===== src/rtl/uart_tx_if.sv =====
// rtl/uart_tx_if.sv - request/config/serial bundle between the register block and uart_tx
interface uart_tx_if;
    logic [1:0] data_bit_num;
    logic       stop_bit_num;
    logic       parity_en;
    logic       parity_type;
    logic [7:0] tx_data;
    logic       tx_start;
    logic       tx_ready;
    logic       tx_done;
    logic       tx;
    logic       cts_n;

    modport master (
        output data_bit_num, stop_bit_num, parity_en, parity_type, tx_data, tx_start, cts_n,
        input  tx_ready, tx_done, tx
    );

    modport slave (
        input  data_bit_num, stop_bit_num, parity_en, parity_type, tx_data, tx_start, cts_n,
        output tx_ready, tx_done, tx
    );
endinterface


===== src/rtl/uart_tx.sv =====
// rtl/uart_tx.sv - UART transmitter, 5..8 data bits, optional parity, 1/2 stop bits
// Optional flow control: define UART_TX_CTS_EN to gate frame start on cts_n.
module uart_tx #(
    parameter int BAUD_DIV = 16
) (
    input  logic     clk,
    input  logic     reset,
    uart_tx_if.slave bus
);
    localparam int CW = (BAUD_DIV > 1) ? $clog2(BAUD_DIV) : 1;
    localparam logic [CW-1:0] BAUD_LAST = CW'(BAUD_DIV - 1);

    typedef enum logic [2:0] {
        S_IDLE,
        S_START,
        S_DATA,
        S_PARITY,
        S_STOP
    } state_t;

    state_t        state_q, state_d;
    logic [CW-1:0] baud_q, baud_d;
    logic [7:0]    shift_q, shift_d;
    logic [2:0]    bit_q, bit_d;
    logic [2:0]    last_bit_q, last_bit_d;
    logic          stop2_q, stop2_d;
    logic          par_en_q, par_en_d;
    logic          par_bit_q, par_bit_d;
    logic          tx_q, tx_d;
    logic          ready_q, ready_d;
    logic          done_q, done_d;

    logic [7:0] mask;
    logic       data_xor;
    logic       accept;
    logic       bit_end;

`ifdef UART_TX_CTS_EN
    assign bus.tx_ready = ready_q & ~bus.cts_n;
`else
    logic cts_n_unused;
    assign cts_n_unused = bus.cts_n;
    assign bus.tx_ready = ready_q;
`endif

    assign bus.tx      = tx_q;
    assign bus.tx_done = done_q;
    assign accept      = bus.tx_start & bus.tx_ready;
    assign bit_end     = (baud_q == BAUD_LAST);

    always_comb begin
        case (bus.data_bit_num)
            2'b00:   mask = 8'h1F;
            2'b01:   mask = 8'h3F;
            2'b10:   mask = 8'h7F;
            default: mask = 8'hFF;
        endcase
    end

    assign data_xor = ^(bus.tx_data & mask);

    always_comb begin
        state_d    = state_q;
        baud_d     = baud_q + CW'(1);
        shift_d    = shift_q;
        bit_d      = bit_q;
        last_bit_d = last_bit_q;
        stop2_d    = stop2_q;
        par_en_d   = par_en_q;
        par_bit_d  = par_bit_q;
        tx_d       = tx_q;
        ready_d    = ready_q;
        done_d     = 1'b0;

        case (state_q)
            S_IDLE: begin
                tx_d    = 1'b1;
                ready_d = 1'b1;
                baud_d  = '0;
                if (accept) begin
                    // Snapshot everything so mid-frame input changes cannot leak in.
                    state_d    = S_START;
                    tx_d       = 1'b0;
                    ready_d    = 1'b0;
                    shift_d    = bus.tx_data;
                    bit_d      = '0;
                    last_bit_d = {1'b1, bus.data_bit_num};
                    stop2_d    = bus.stop_bit_num;
                    par_en_d   = bus.parity_en;
                    par_bit_d  = bus.parity_type ? data_xor : ~data_xor;
                end
            end
            S_START: begin
                if (bit_end) begin
                    state_d = S_DATA;
                    baud_d  = '0;
                    tx_d    = shift_q[0];
                    shift_d = shift_q >> 1;
                    bit_d   = '0;
                end
            end
            S_DATA: begin
                if (bit_end) begin
                    baud_d = '0;
                    if (bit_q == last_bit_q) begin
                        bit_d = '0;
                        if (par_en_q) begin
                            state_d = S_PARITY;
                            tx_d    = par_bit_q;
                        end else begin
                            state_d = S_STOP;
                            tx_d    = 1'b1;
                        end
                    end else begin
                        tx_d    = shift_q[0];
                        shift_d = shift_q >> 1;
                        bit_d   = bit_q + 3'd1;
                    end
                end
            end
            S_PARITY: begin
                if (bit_end) begin
                    state_d = S_STOP;
                    baud_d  = '0;
                    tx_d    = 1'b1;
                    bit_d   = '0;
                end
            end
            S_STOP: begin
                tx_d = 1'b1;
                if (bit_end) begin
                    baud_d = '0;
                    if (stop2_q && (bit_q == 3'd0)) begin
                        bit_d = 3'd1;
                    end else begin
                        // Ready rises with done so a held request starts the next frame at once.
                        state_d = S_IDLE;
                        done_d  = 1'b1;
                        ready_d = 1'b1;
                    end
                end
            end
            default: begin
                state_d = S_IDLE;
                tx_d    = 1'b1;
                baud_d  = '0;
            end
        endcase
    end

    always_ff @(posedge clk) begin
        if (reset) begin
            state_q    <= S_IDLE;
            baud_q     <= '0;
            shift_q    <= '0;
            bit_q      <= '0;
            last_bit_q <= '0;
            stop2_q    <= 1'b0;
            par_en_q   <= 1'b0;
            par_bit_q  <= 1'b0;
            tx_q       <= 1'b1;
            ready_q    <= 1'b0;
            done_q     <= 1'b0;
        end else begin
            state_q    <= state_d;
            baud_q     <= baud_d;
            shift_q    <= shift_d;
            bit_q      <= bit_d;
            last_bit_q <= last_bit_d;
            stop2_q    <= stop2_d;
            par_en_q   <= par_en_d;
            par_bit_q  <= par_bit_d;
            tx_q       <= tx_d;
            ready_q    <= ready_d;
            done_q     <= done_d;
        end
    end
endmodule

===== src/flat_wrapper.sv =====
// flat-port wrapper written by rule: the top's interface ports become plain ports
module uart_tx_flat 
#(
    parameter int BAUD_DIV = 16
)
  (clk, reset, bus_data_bit_num, bus_stop_bit_num, bus_parity_en, bus_parity_type, bus_tx_data, bus_tx_start, bus_cts_n, bus_tx_ready, bus_tx_done, bus_tx);
  uart_tx_if bus_i ();
  input  logic clk;
  input  logic reset;
  input wire logic [$bits(bus_i.data_bit_num)-1:0] bus_data_bit_num;
  input wire logic [$bits(bus_i.stop_bit_num)-1:0] bus_stop_bit_num;
  input wire logic [$bits(bus_i.parity_en)-1:0] bus_parity_en;
  input wire logic [$bits(bus_i.parity_type)-1:0] bus_parity_type;
  input wire logic [$bits(bus_i.tx_data)-1:0] bus_tx_data;
  input wire logic [$bits(bus_i.tx_start)-1:0] bus_tx_start;
  input wire logic [$bits(bus_i.cts_n)-1:0] bus_cts_n;
  output wire logic [$bits(bus_i.tx_ready)-1:0] bus_tx_ready;
  output wire logic [$bits(bus_i.tx_done)-1:0] bus_tx_done;
  output wire logic [$bits(bus_i.tx)-1:0] bus_tx;
  assign bus_i.data_bit_num = bus_data_bit_num;
  assign bus_i.stop_bit_num = bus_stop_bit_num;
  assign bus_i.parity_en = bus_parity_en;
  assign bus_i.parity_type = bus_parity_type;
  assign bus_i.tx_data = bus_tx_data;
  assign bus_i.tx_start = bus_tx_start;
  assign bus_i.cts_n = bus_cts_n;
  assign bus_tx_ready = bus_i.tx_ready;
  assign bus_tx_done = bus_i.tx_done;
  assign bus_tx = bus_i.tx;
  uart_tx #(.BAUD_DIV(BAUD_DIV)) u_core (.clk(clk), .reset(reset), .bus(bus_i));
endmodule

===== config.mk =====
export PLATFORM = sky130hd
export DESIGN_NAME = uart_tx_flat
export DESIGN_NICKNAME = d
export VERILOG_FILES = /design/src/rtl/uart_tx_if.sv /design/src/rtl/uart_tx.sv /design/src/flat_wrapper.sv
export SDC_FILE = /design/constraint.sdc
export NUM_CORES = 1
export LEC_CHECK = 0
export BUFFER_PORTS_ARGS = -buffer_cell sky130_fd_sc_hd__buf_2
export CORE_UTILIZATION = 60
export CTS_CLUSTER_SIZE = 8
export DETAILED_ROUTE_END_ITERATION = 8
export MAX_ROUTING_LAYER = met4
export PLACE_DENSITY = 0.86
export SYNTH_ARGS = -nofsm -noshare
export SYNTH_HDL_FRONTEND = slang
export SYNTH_SLANG_ARGS = --single-unit

===== constraint.sdc =====
create_clock -name clk -period 3.6 [get_ports clk]
set_input_delay 0.18 -clock clk [delete_from_list [all_inputs] [get_ports clk]]
set_output_delay 0.18 -clock clk [all_outputs]
set_load 0.005 [all_outputs]

# --- Yosys cells after proc, flatten, opt, wreduce, memory -nomap -nowiden ---
# Index checks and enable logic that the tools add are counted.
word_totals:
  regBits: 27
  input_bits: 17
  out_inout_bits: 3
classes:
  n_bitwise: 6
  addsub: 2
  n_reduce_logical: 18
  muxes: 34
  eq_ne: 18
ops:
  columns: ["op", "n"]
  rows:
  - ["8-bit case mux with 3 select lines", 2]
  - ["3-bit 2-to-1 mux", 14]
  - ["8-bit 2-to-1 mux", 4]
  - ["2-bit by 1-bit != test with 1-bit output (second input constant)", 8]
  - ["3-bit case mux with 5 select lines", 1]
  - ["3-bit case mux with 4 select lines", 1]
  - ["1-bit 2-to-1 mux", 10]
  - ["8-bit bitwise AND", 1]
  - ["8-bit XOR reduction", 1]
  - ["7-bit AND reduction", 1]
  - ["3-bit by 2-bit == test with 1-bit output (second input constant)", 2]
  - ["3-bit logical NOT", 2]
  - ["3-bit AND reduction", 2]
  - ["6-bit AND reduction", 1]
  - ["3-bit OR reduction", 2]
  - ["5-bit AND reduction", 1]
  - ["4-bit by 1-bit adder with 4-bit output (second input constant)", 1]
  - ["4-bit == test (second input constant)", 1]
  - ["2-bit != test (second input constant)", 2]
  - ["1-bit NOT", 4]
  - ["1-bit case mux with 4 select lines", 1]
  - ["4-bit nonzero test", 1]
  - ["4-bit OR reduction", 1]
  - ["3-bit by 1-bit adder with 3-bit output (second input constant)", 1]
  - ["other kinds (13)", 13]

# --- Logic depth before layout (Yosys ltp) ---
# Gate-level depths: netlist of the first run.
depth:
  depth_word: 6
  ltp_mapped: 8
  mapped_depth_nobuf: 7

# --- Least setup slack after synthesis of the first run ---
# No wires, ideal clock.
synth_timing:
  kind: "register -> register"
  startpoint: "reg u_core.baud_q[0]"
  endpoint: "reg u_core.shift_q[5]"
  setup_time_ns: 0.079
  stages_incl_launch_ff: 9
  arrival_ns: 1.488
  slack_ns: 2.033
  cell_sequence: "dfxtp_1 -> ha_1 -> and3_1 -> buf_2 -> o311ai_2 -> a21oi_4 -> buf_6 -> nor2_1 -> a211oi_2"
synth_via:
  elab_chain_len: 3
synth_lines:
  columns: ["element", "line_no", "source"]
  rows:
  - ["from (decl)", "uart_tx.sv:22", "logic [CW-1:0] baud_q, baud_d;"]
  - ["from (signal assigned)", "uart_tx.sv:166", "baud_q <= baud_d;"]
  - ["4-bit == test *", "uart_tx.sv:49", "assign bit_end = (baud_q == BAUD_LAST);"]
  - ["2-bit by 1-bit != test with 1-bit output (no line)", null, null]
  - ["5-bit AND reduction (no line) *", null, null]
  - ["to (signal assigned)", "uart_tx.sv:167", "shift_q <= shift_d;"]
  - ["to (decl)", "uart_tx.sv:23", "logic [7:0] shift_q, shift_d;"]
# Mark *: on every way between the ends. The rest lies on a longest branch, timed or not.
# A chain may end at the register's enable or synchronous reset.

# --- Worst setup path in the final report of the first run ---
layout_timing:
  startpoint: "reg u_core.state_q[2]"
  endpoint: "reg u_core.bit_q[2]"
layout_via:
  elab_chain_len: 4
layout_lines:
  columns: ["element", "line_no", "source"]
  rows:
  - ["from (decl)", "uart_tx.sv:21", "state_t state_q, state_d;"]
  - ["from (signal assigned)", "uart_tx.sv:165", "state_q <= state_d;"]
  - ["3-bit by 1-bit == test with 1-bit output or 3-bit by 2-bit == test with 1-bit output (tied branches)", "uart_tx.sv:75", "case (state_q)"]
  - ["2-bit OR reduction (no line)", null, null]
  - ["2-bit by 1-bit != test with 1-bit output (no line) or 4-bit nonzero test (tied branches)", null, null]
  - ["6-bit AND reduction (no line)", null, null]
  - ["to (signal assigned)", "uart_tx.sv:168", "bit_q <= bit_d;"]
  - ["to (decl)", "uart_tx.sv:24", "logic [2:0] bit_q, bit_d;"]
# Parallel ways exist; a longest one is shown, timed or not.

==> metrics.yaml, run 1 <==
run_status:
  status: "completed"
global_routing:
  met2_usage_pct: 38.3
  grtUsageMet1_pct: 34.8
  antenna_found_initial: 0
  grt_remaining_overflow: 0
  global_route.peak_usage_layer: "met2"
  grt_first_pass_wirelength_um: 4980
  first_global_vias: 1110
  globalRouteTotalUtil_pct: 25.1
  global_route.usage.met3_pct: 3.22
  grt_max_degree: 28
pwr:
  vdd_drop_max_uv: 303
  p_leak_uw: 0.000598
  power-per-cell-area_nw_per_um2: 357
job:
  drv.max_cap_violation_count: 0
detailed_routing:
  drcViolationCount: 0
  route.final.wire_length_um: 2910
  drt-wirelength-per-cell_um: 13.9
  routed_via_density: 5.96
  drt-initial-drc-count: 39
  drt.antenna.violating_nets: 0
  dr.pass1.iters: 5
  detailroute.via_count: 1251
finish:
  antenna-diode-count: 0
  layout.filler_cells: 186
  areaGrowthSynthToFinish_pct: 6.31
  finish.net_count: 203
  fraction_of_layout_instances_using_a_drive_strength_above_1_pct: 19.2
  layoutNonFillerInstCount: 210
  final_core_util_pct: 69.4
  postLayoutCellArea_sq_um: 1580
synth:
  edff_count_synth: 0
  synth_flop_cell: "sky130_fd_sc_hd__dfxtp_1"
  synth_area_leader_cell: "sky130_fd_sc_hd__dfxtp_1"
  postSynthCellCount: 169
  synth_warnings: 0
  synth_common_cells: "27 x sky130_fd_sc_hd__dfxtp_1, 20 x sky130_fd_sc_hd__nor2_1, 19 x sky130_fd_sc_hd__nand2_1"
  yosys.area_share.xor_xnor_pct: 7.07
  syn-cell-area_sq_um: 1490
  async_flop_share_pct: 0
  synth.avg_cell_area_sq_um: 8.80
  synth.area.mux_share_pct: 4.71
  synthDistinctLibCells: 45
  synth_fa_ha_area_share_pct: 2.53
  synth_top_family_by_area: "simple AND/OR/NAND/NOR gates"
  synth_top_area_share_pct: 36.4
  synth_simple_gate_area_share_pct: 24.4
  synth.top_cells.by_area: "sky130_fd_sc_hd__dfxtp_1 36%, sky130_fd_sc_hd__nor2_1 5.1%, sky130_fd_sc_hd__nand2_1 4.8%, sky130_fd_sc_hd__mux2i_1 4.7%, sky130_fd_sc_hd__xnor2_1 4.7%"
  synth_compound_area_share_pct: 19.7
  postSynthNetCount: 189
  ff_latch_count_synth: 27
  seq_area_frac_synth_pct: 36.4
  synth_most_common_cell: "sky130_fd_sc_hd__dfxtp_1"
die:
  core.rowCount: 17
  die_outline_height_um: 51.8
  die_w_um: 51.8
  initial_core_util_pct: 65.3
  core_area_sq_um: 2280
  die_area_sq_um: 2680
  num_io_pins: 20
clock_network:
  cts_tree: "yes"
  post_cts_resized: 0
  worst_skew_pair.late_latency_ps: 320
  post_cts_hold_buffer_count: 0
  cts_htree_levels: 1
  cts_root_buffer: "sky130_fd_sc_hd__clkbuf_4"
  numCtsBuffers: 3
  post-cts-setup-buffers: 0
  cts.clk_slew.worst_paths_ps: 150
  clkSinkCount: 27
  maximum_buffer_depth_of_the_clock_tree: 2
sta:
  fin_skew_ps: 4.96
  final.period_utilization_pct: 54.4
  achievable-frequency_ghz: 0.511
  setup_slack_ps: 1640
  slew_headroom_pct: 61.9
  grt_setup_unrepaired: "no"
  setup_tns_ps: 0
  finalHoldViolCount: 0
  drv_slew: 0
  final.min_clock_period_ps: 1960
  final-setup-viol-count: 0
  max_slew.worst_pin.slew_ps: 571
setup_path:
  worstSetupPathType: "flop to flop"
  largest_fanout_of_any_net_on_the_critical_path: 14
  critical_path.endpoint_type: "flop"
  critPathRequiredTime_ps: 3800
  timing.critical_path.from_type: "flop"
  endpoint_arrival_time_on_the_critical_path_ps: 2160
placed_design:
  numPortBuffers: 18
  pre_cts_ws_ps: 1700
  dpl-instance-area_sq_um: 1550
  placedCellCount: 206
  hpwl_dp_um: 2170
  gp_congestion: 0.877
hold_path:
  hold_class: "input pin to flop"
==> through the flow <==
stage                     hold WS, ps  power [uW]
after floorplan                   310         413
final                            82.0         564
after detailed placement          435         437
after global routing             94.8         589
after CTS                        85.4         565
after global placement            420         432
==> worst paths after layout <==
check | startpoint | endpoint | slack [ps] | depth (start not counted)
max | u_core.state_q[2] | u_core.bit_q[2] | 1640 | 5
min | bus_stop_bit_num | u_core.stop2_q | 80 | 3
max reg2reg | u_core.state_q[2] | u_core.bit_q[2] | 1640 | 5
min reg2reg | u_core.baud_q[0] | u_core.baud_q[0] | 460 | 1
==> per-layer routing <==
| metal | up-vias | part of all wire [%] |
|---|---|---|
| li1 | 625 | - |
| met5 | - | 0 |
| met4 | 0 | 1.4 |
| met2 | 43 | 46 |
| met3 | 6 | 4.7 |
| met1 | 577 | 48 |
==> flip-flops by register name (all words and copies together) (netlist names) <==
| name | flops |
|---|---|
| u_core.baud_q | 4 |
| u_core.bit_q | 3 |
| u_core.bus.tx | 1 |
| u_core.bus.tx_done | 1 |
| u_core.bus.tx_ready | 1 |
| u_core.last_bit_q | 3 |
| u_core.par_bit_q | 1 |
| u_core.par_en_q | 1 |
| u_core.shift_q | 8 |
| u_core.state_q | 3 |
| u_core.stop2_q | 1 |
==> worst max-delay path: stages, from the launching register on <==
cell                       delay [ps]
sky130_fd_sc_hd__dfxtp_1          710
sky130_fd_sc_hd__or3b_4           480
sky130_fd_sc_hd__nor3_2           220
sky130_fd_sc_hd__or2_2            180
sky130_fd_sc_hd__a21boi_1         150
sky130_fd_sc_hd__o22ai_1          100
==> layout by cell type (no fill, tap or decap), types with 2 or more instances in the layout <==
master	instances
sky130_fd_sc_hd__a21oi_4	2
sky130_fd_sc_hd__nor3_2	3
sky130_fd_sc_hd__nor2_1	20
sky130_fd_sc_hd__o22ai_1	2
sky130_fd_sc_hd__xnor2_1	8
sky130_fd_sc_hd__a211oi_2	2
sky130_fd_sc_hd__nand3b_1	2
sky130_fd_sc_hd__ha_1	3
sky130_fd_sc_hd__dfxtp_1	27
sky130_fd_sc_hd__nand2_1	19
sky130_fd_sc_hd__o21bai_1	2
sky130_fd_sc_hd__a211oi_1	5
sky130_fd_sc_hd__clkbuf_4	3
sky130_fd_sc_hd__xor2_1	4
sky130_fd_sc_hd__buf_2	18
sky130_fd_sc_hd__nor3_1	5
sky130_fd_sc_hd__inv_1	5
sky130_fd_sc_hd__nand2b_1	5
sky130_fd_sc_hd__o21ai_0	4
sky130_fd_sc_hd__a21oi_1	8
sky130_fd_sc_hd__nand3_1	5
sky130_fd_sc_hd__mux2i_1	7
sky130_fd_sc_hd__or2_2	2
==> cells by family (layout without fill, tap and decap cells) <==
logic type / Yosys count / in the layout
mux: 7 / 7
simple gates: 69 / 69
compound gates: 37 / 37
flops: 27 / 27
xor+xnor: 12 / 12
fa+ha+maj: 3 / 3
buf+inv: 14 / 27
==> area by class of cell <==
type	count	area (sq um)	area share [%]
timing repair buffer	18	90.1	5.70
sequential	27	541	34.2
tap	28	35.0	2.22
clock buffer	3	22.5	1.43
multi-input combinational	128	868	54.9
clock inverter	1	5.00	0.317
inverter	5	18.8	1.19
==> power by group <==
part	internal (uW)	switching, uW	leakage, uW
logic	46.9	58.1	0.000361
registers	315	12.4	0.000220
clock network	41.6	90.8	0.0000177
Note: power is estimated with default switching activity, not from simulation.
==> run 2, diff against run 1 <==
CORE_UTILIZATION = 56   (was 60)
PLACE_DENSITY = 0.81   (was 0.86)
clock period = 1.83 ns   (was 3.6 ns; I/O delays follow)
==> metrics.yaml, run 2 (synthesized netlist as in run 1, its figures left out) <==
run_status:
  status: "completed"
clock_network:
  cts_htree_levels: 1
  worst_skew_pair.late_latency_ps: 330
  numCtsBuffers: 3
  maximum_buffer_depth_of_the_clock_tree: 2
  clkSinkCount: 27
  cts_tree: "yes"
  cts.clk_slew.worst_paths_ps: 140
  cts_root_buffer: "sky130_fd_sc_hd__clkbuf_4"
detailed_routing:
  detailroute.via_count: 1314
  routed_via_density: 5.95
  drt.antenna.violating_nets: 0
  drt-wirelength-per-cell_um: 13.9
  drcViolationCount: 0
  drt-initial-drc-count: 47
  route.final.wire_length_um: 3080
  dr.pass1.iters: 4
die:
  core.rowCount: 18
  die_area_sq_um: 2860
  core_area_sq_um: 2500
  initial_core_util_pct: 59.5
  die_w_um: 53.5
  num_io_pins: 20
  die_outline_height_um: 53.5
placed_design:
  pre_cts_ws_ps: -61.5
  numPortBuffers: 18
  dpl-instance-area_sq_um: 1580
  placedCellCount: 211
  gp_congestion: 0.880
  hpwl_dp_um: 2270
pwr:
  power-per-cell-area_nw_per_um2: 674
  vdd_drop_max_uv: 484
  p_leak_uw: 0.000640
sta:
  fin_skew_ps: 5.52
  slew_headroom_pct: 66.6
  setup_slack_ps: 110
  grt_setup_unrepaired: "no"
  final.min_clock_period_ps: 1720
  setup_tns_ps: 0
  finalHoldViolCount: 0
  final-setup-viol-count: 0
  achievable-frequency_ghz: 0.581
  drv_slew: 0
  final.period_utilization_pct: 94.0
  max_slew.worst_pin.slew_ps: 499
finish:
  antenna-diode-count: 0
  layoutNonFillerInstCount: 221
  most-common-layout-cells: "26 x sky130_fd_sc_hd__dfxtp_1, 20 x sky130_fd_sc_hd__nor2_1, 19 x sky130_fd_sc_hd__nand2_1, 18 x sky130_fd_sc_hd__buf_2"
  layout_commonest_cell: "sky130_fd_sc_hd__dfxtp_1"
  finish.net_count: 212
  postLayoutCellArea_sq_um: 1670
  fraction_of_layout_instances_using_a_drive_strength_above_1_pct: 23.0
  registers.top_by_ff_count: "u_core.shift_q"
  registers_with_the_highest_flip_flop_counts: "u_core.shift_q x8, u_core.baud_q x4"
  areaGrowthSynthToFinish_pct: 12.1
  largest_register_ff_count: 8
global_routing:
  grt_first_pass_wirelength_um: 5110
  globalRouteTotalUtil_pct: 25.2
  antenna_found_initial: 0
  grt_max_degree: 28
  first_global_vias: 1141
  grt_remaining_overflow: 0
setup_path:
  critical_path.endpoint_type: "flop"
  endpoint_arrival_time_on_the_critical_path_ps: 1940
  critPathRequiredTime_ps: 2050
  crit_path_cell_trace: "nand4bb_1, o22ai_1, or2_2, a31oi_1, nor2_1"
  slowest_delay_ps: 590
  crit_slowest_cell: "sky130_fd_sc_hd__dfxtp_1"
  largest_fanout_of_any_net_on_the_critical_path: 12
  worstSetupPathType: "flop to flop"
  timing.critical_path.from_type: "flop"
hold_path:
  hold_class: "input pin to flop"
job:
  drv.max_cap_violation_count: 0
[run 2: cell types whose count changed in the layout (fill, tap and decap cells not counted)]
cell / delta
sky130_fd_sc_hd__buf_4: +6
sky130_fd_sc_hd__dfxtp_2: +1
sky130_fd_sc_hd__nand3_2: +1
sky130_fd_sc_hd__dlygate4sd3_1: +3
sky130_fd_sc_hd__ha_1: -1
sky130_fd_sc_hd__ha_2: +1
sky130_fd_sc_hd__nand3_1: -1
sky130_fd_sc_hd__dfxtp_1: -1
[run 2: worst paths after layout]
check | from | endpoint | slack (ps) | cells after the start
worst max-delay path | u_core.state_q[0] | u_core.bit_q[1] | 110 | 5
worst min-delay path | bus_data_bit_num[1] | u_core.last_bit_q[1] | 7 | 3
worst max register to register | u_core.state_q[0] | u_core.bit_q[1] | 110 | 5
worst min register to register | u_core.baud_q[0] | u_core.baud_q[0] | 480 | 1
[run 2: per-layer routing]
metal / GRT usage [%] / part of all wire, % / up-vias
met1: 31.2 / 43 / 608
met4: 10.5 / 1.5 / 0
met3: 3.45 / 5.7 / 10
li1: - / - / 639
met2: 40.8 / 50 / 57
met5: - / 0 / -
[run 2: final cells by class]
class | instances | area [sq um]
clock inverters | 1 | 5.00
clock buffers | 3 | 22.5
fillers | 207 | 833
inverters | 5 | 18.8
multi-input cells | 128 | 876
flip-flops and latches | 27 | 542
repair buffers | 27 | 165
well taps | 30 | 37.5
[run 2: metrics by stage]
stage	utilization, %	power (uW)	hold slack [ps]
final	66.7	1120	6.78
after global routing	66.7	1170	15.0
after CTS	65.9	1120	1.54
after detailed placement	63.1	862	345
after global placement	63.1	851	333
after floorplan	-	812	222
[run 2: critical path, delay by kind of cell, from the launching register on]
kind            cells  cell delay, ps
simple gates        3             680
flops               1             590
compound gates      2             350
[run 2: where the power goes]
part | internal, uW | switching (uW) | total, uW
logic | 104 | 117 | 221
registers | 619 | 25.8 | 645
clock network | 82.1 | 176 | 258
[run 2: repair_timing]
| action | CTS | global route |
|---|---|---|
| hold endpoints to repair | 2 | 1 |
| endpoints found under the setup margin | 6 | 8 |
| buffers inserted | 3 | 0 |
| gates resized for setup | 0 | 3 |
| hold buffers | 2 | 1 |
| pin swaps | 1 | 0 |
==> run 3, diff against run 2 <==
REMOVE_ABC_BUFFERS = 1   (was not set)
==> metrics.yaml, run 3 (synthesized netlist as in run 1, its figures left out) <==
clock_network:
  post-cts-setup-buffers: 0
  cts.clk_slew.worst_paths_ps: 150
  clkSinkCount: 27
  numCtsBuffers: 3
  maximum_buffer_depth_of_the_clock_tree: 2
  worst_skew_pair.late_latency_ps: 320
  cts_htree_levels: 1
  cts_tree: "yes"
  cts_root_buffer: "sky130_fd_sc_hd__clkbuf_4"
finish:
  fraction_of_layout_instances_using_a_drive_strength_above_1_pct: 22.2
  layout.filler_cells: 218
  largest_register_ff_count: 8
  registers_with_the_highest_flip_flop_counts: "u_core.shift_q x8, u_core.baud_q x4"
  antenna-diode-count: 0
  most-common-layout-cells: "26 x sky130_fd_sc_hd__dfxtp_1, 20 x sky130_fd_sc_hd__nor2_1, 19 x sky130_fd_sc_hd__nand2_1, 18 x sky130_fd_sc_hd__buf_2"
  finish.net_count: 210
  layout_commonest_cell: "sky130_fd_sc_hd__dfxtp_1"
  areaGrowthSynthToFinish_pct: 11.1
  registers.top_by_ff_count: "u_core.shift_q"
detailed_routing:
  drcViolationCount: 0
  drt-initial-drc-count: 23
  drt.antenna.violating_nets: 0
  drt-wirelength-per-cell_um: 14.0
  route.final.wire_length_um: 3070
  routed_via_density: 5.89
  dr.pass1.iters: 4
  detailroute.via_count: 1291
setup_path:
  largest_fanout_of_any_net_on_the_critical_path: 10
  rr_startpoint: "u_core.state_q[1]"
  worstSetupPathType: "flop to flop"
  critical_path.endpoint_type: "flop"
  timing.critical_path.from_type: "flop"
  crit_path_cell_trace: "nand4bb_1, o22ai_1, nand2_1, a221oi_1, o21bai_1"
  slowest_delay_ps: 440
  reg2regPathDepth: 5
  ff2ff_setup_slack_ps: 130
  critical_path.reg2reg.endpoint: "u_core.bus.tx"
  endpoint_arrival_time_on_the_critical_path_ps: 1920
  critPathRequiredTime_ps: 2060
  crit_slowest_cell: "sky130_fd_sc_hd__dfxtp_1"
hold_path:
  worst_hold_path.num_cells: 3
  hold_class: "input pin to flop"
  launch_instance_of_the_worst_min_delay_path: "bus_stop_bit_num"
  worst_hold_path.endpoint: "u_core.stop2_q"
die:
  core_area_sq_um: 2500
  core.rowCount: 18
  die_w_um: 53.5
  initial_core_util_pct: 59.5
  num_io_pins: 20
  die_outline_height_um: 53.5
  die_area_sq_um: 2860
sta:
  final.period_utilization_pct: 92.7
  slew_headroom_pct: 66.6
  setup_tns_ps: 0
  final-setup-viol-count: 0
  achievable-frequency_ghz: 0.590
  hold_ws_ps: 16.3
  fin_skew_ps: 4.79
  drv_slew: 0
  final.min_clock_period_ps: 1700
  grt_setup_unrepaired: "no"
  finalHoldViolCount: 0
  max_slew.worst_pin.slew_ps: 501
global_routing:
  grt_first_pass_wirelength_um: 5310
  grt_max_degree: 28
  antenna_found_initial: 0
  grt_remaining_overflow: 0
  first_global_vias: 1240
  globalRouteTotalUtil_pct: 25.9
placed_design:
  numPortBuffers: 18
  gp_congestion: 0.898
  hpwl_dp_um: 2350
run_status:
  status: "completed"
pwr:
  vdd_drop_max_uv: 468
  p_leak_uw: 0.000638
  power-per-cell-area_nw_per_um2: 679
job:
  drv.max_cap_violation_count: 0
-- run 3: cell type report --
cell class	instances	area [sq um]	area share (%)
Clock buffer	3	22.5	1.36
Multi-Input combinational cell	128	868	52.6
Clock inverter	1	5.00	0.303
Sequential cell	27	542	32.8
Timing Repair Buffer	25	158	9.55
Inverter	5	18.8	1.14
Tap cell	30	37.5	2.27
-- run 3: worst max-delay path: cells and delay by family (launching register included) --
| family | cells | cell delay (ps) |
|---|---|---|
| flops | 1 | 440 |
| simple gates | 2 | 410 |
| compound gates | 3 | 740 |
-- run 3: worst max path at each step --
stage | from | endpoint | depth (start not counted) | slack [ps]
2_1_floorplan | u_core.state_q[2] | u_core.bit_q[2] | 5 | 160
3_3_place_gp | u_core.baud_q[0] | u_core.shift_q[2] | 7 | 210
3_5_place_dp | u_core.state_q[0] | u_core.shift_q[4] | 6 | 150
4_1_cts | u_core.state_q[0] | u_core.shift_q[4] | 6 | 100
5_1_grt | u_core.bit_q[0] | u_core.state_q[1] | 5 | 8
6_report | u_core.state_q[1] | u_core.bus.tx | 5 | 130
-- run 3: layer usage --
layer,global-route usage (%),up-vias,routed length (um)
li1,-,633,-
met1,31.4,612,1390
met2,43.8,40,1490
met3,3.45,6,135
met4,8.33,0,49
met5,-,-,0
-- run 3: where the power goes --
| group | total, uW | internal (uW) | switching (uW) |
|---|---|---|---|
| clock | 259 | 81.9 | 178 |
| sequential | 645 | 619 | 25.4 |
| combinational | 217 | 101 | 116 |
| total | 1120 | 803 | 319 |
-- run 3: per-stage QoR --
stage                     setup slack, ps  utilization, %  power, uW  instances  instance area [sq um]
final                                 134            66.1       1120        219                   1650
after global placement                215            64.5        859        214                   1610
after floorplan                       158               -        796        160                   1430
after global routing                 7.81            66.1       1180        219                   1650
after CTS                             104            65.6       1120        218                   1640
after detailed placement              147            64.5        872        214                   1610
-- run 3: what timing repair did --
item | in CTS | in global routing
hold buffers | 0 | 1
gates resized for setup | 0 | 1
setup endpoints to repair | 0 | 1
endpoints found under the hold margin | 0 | 1
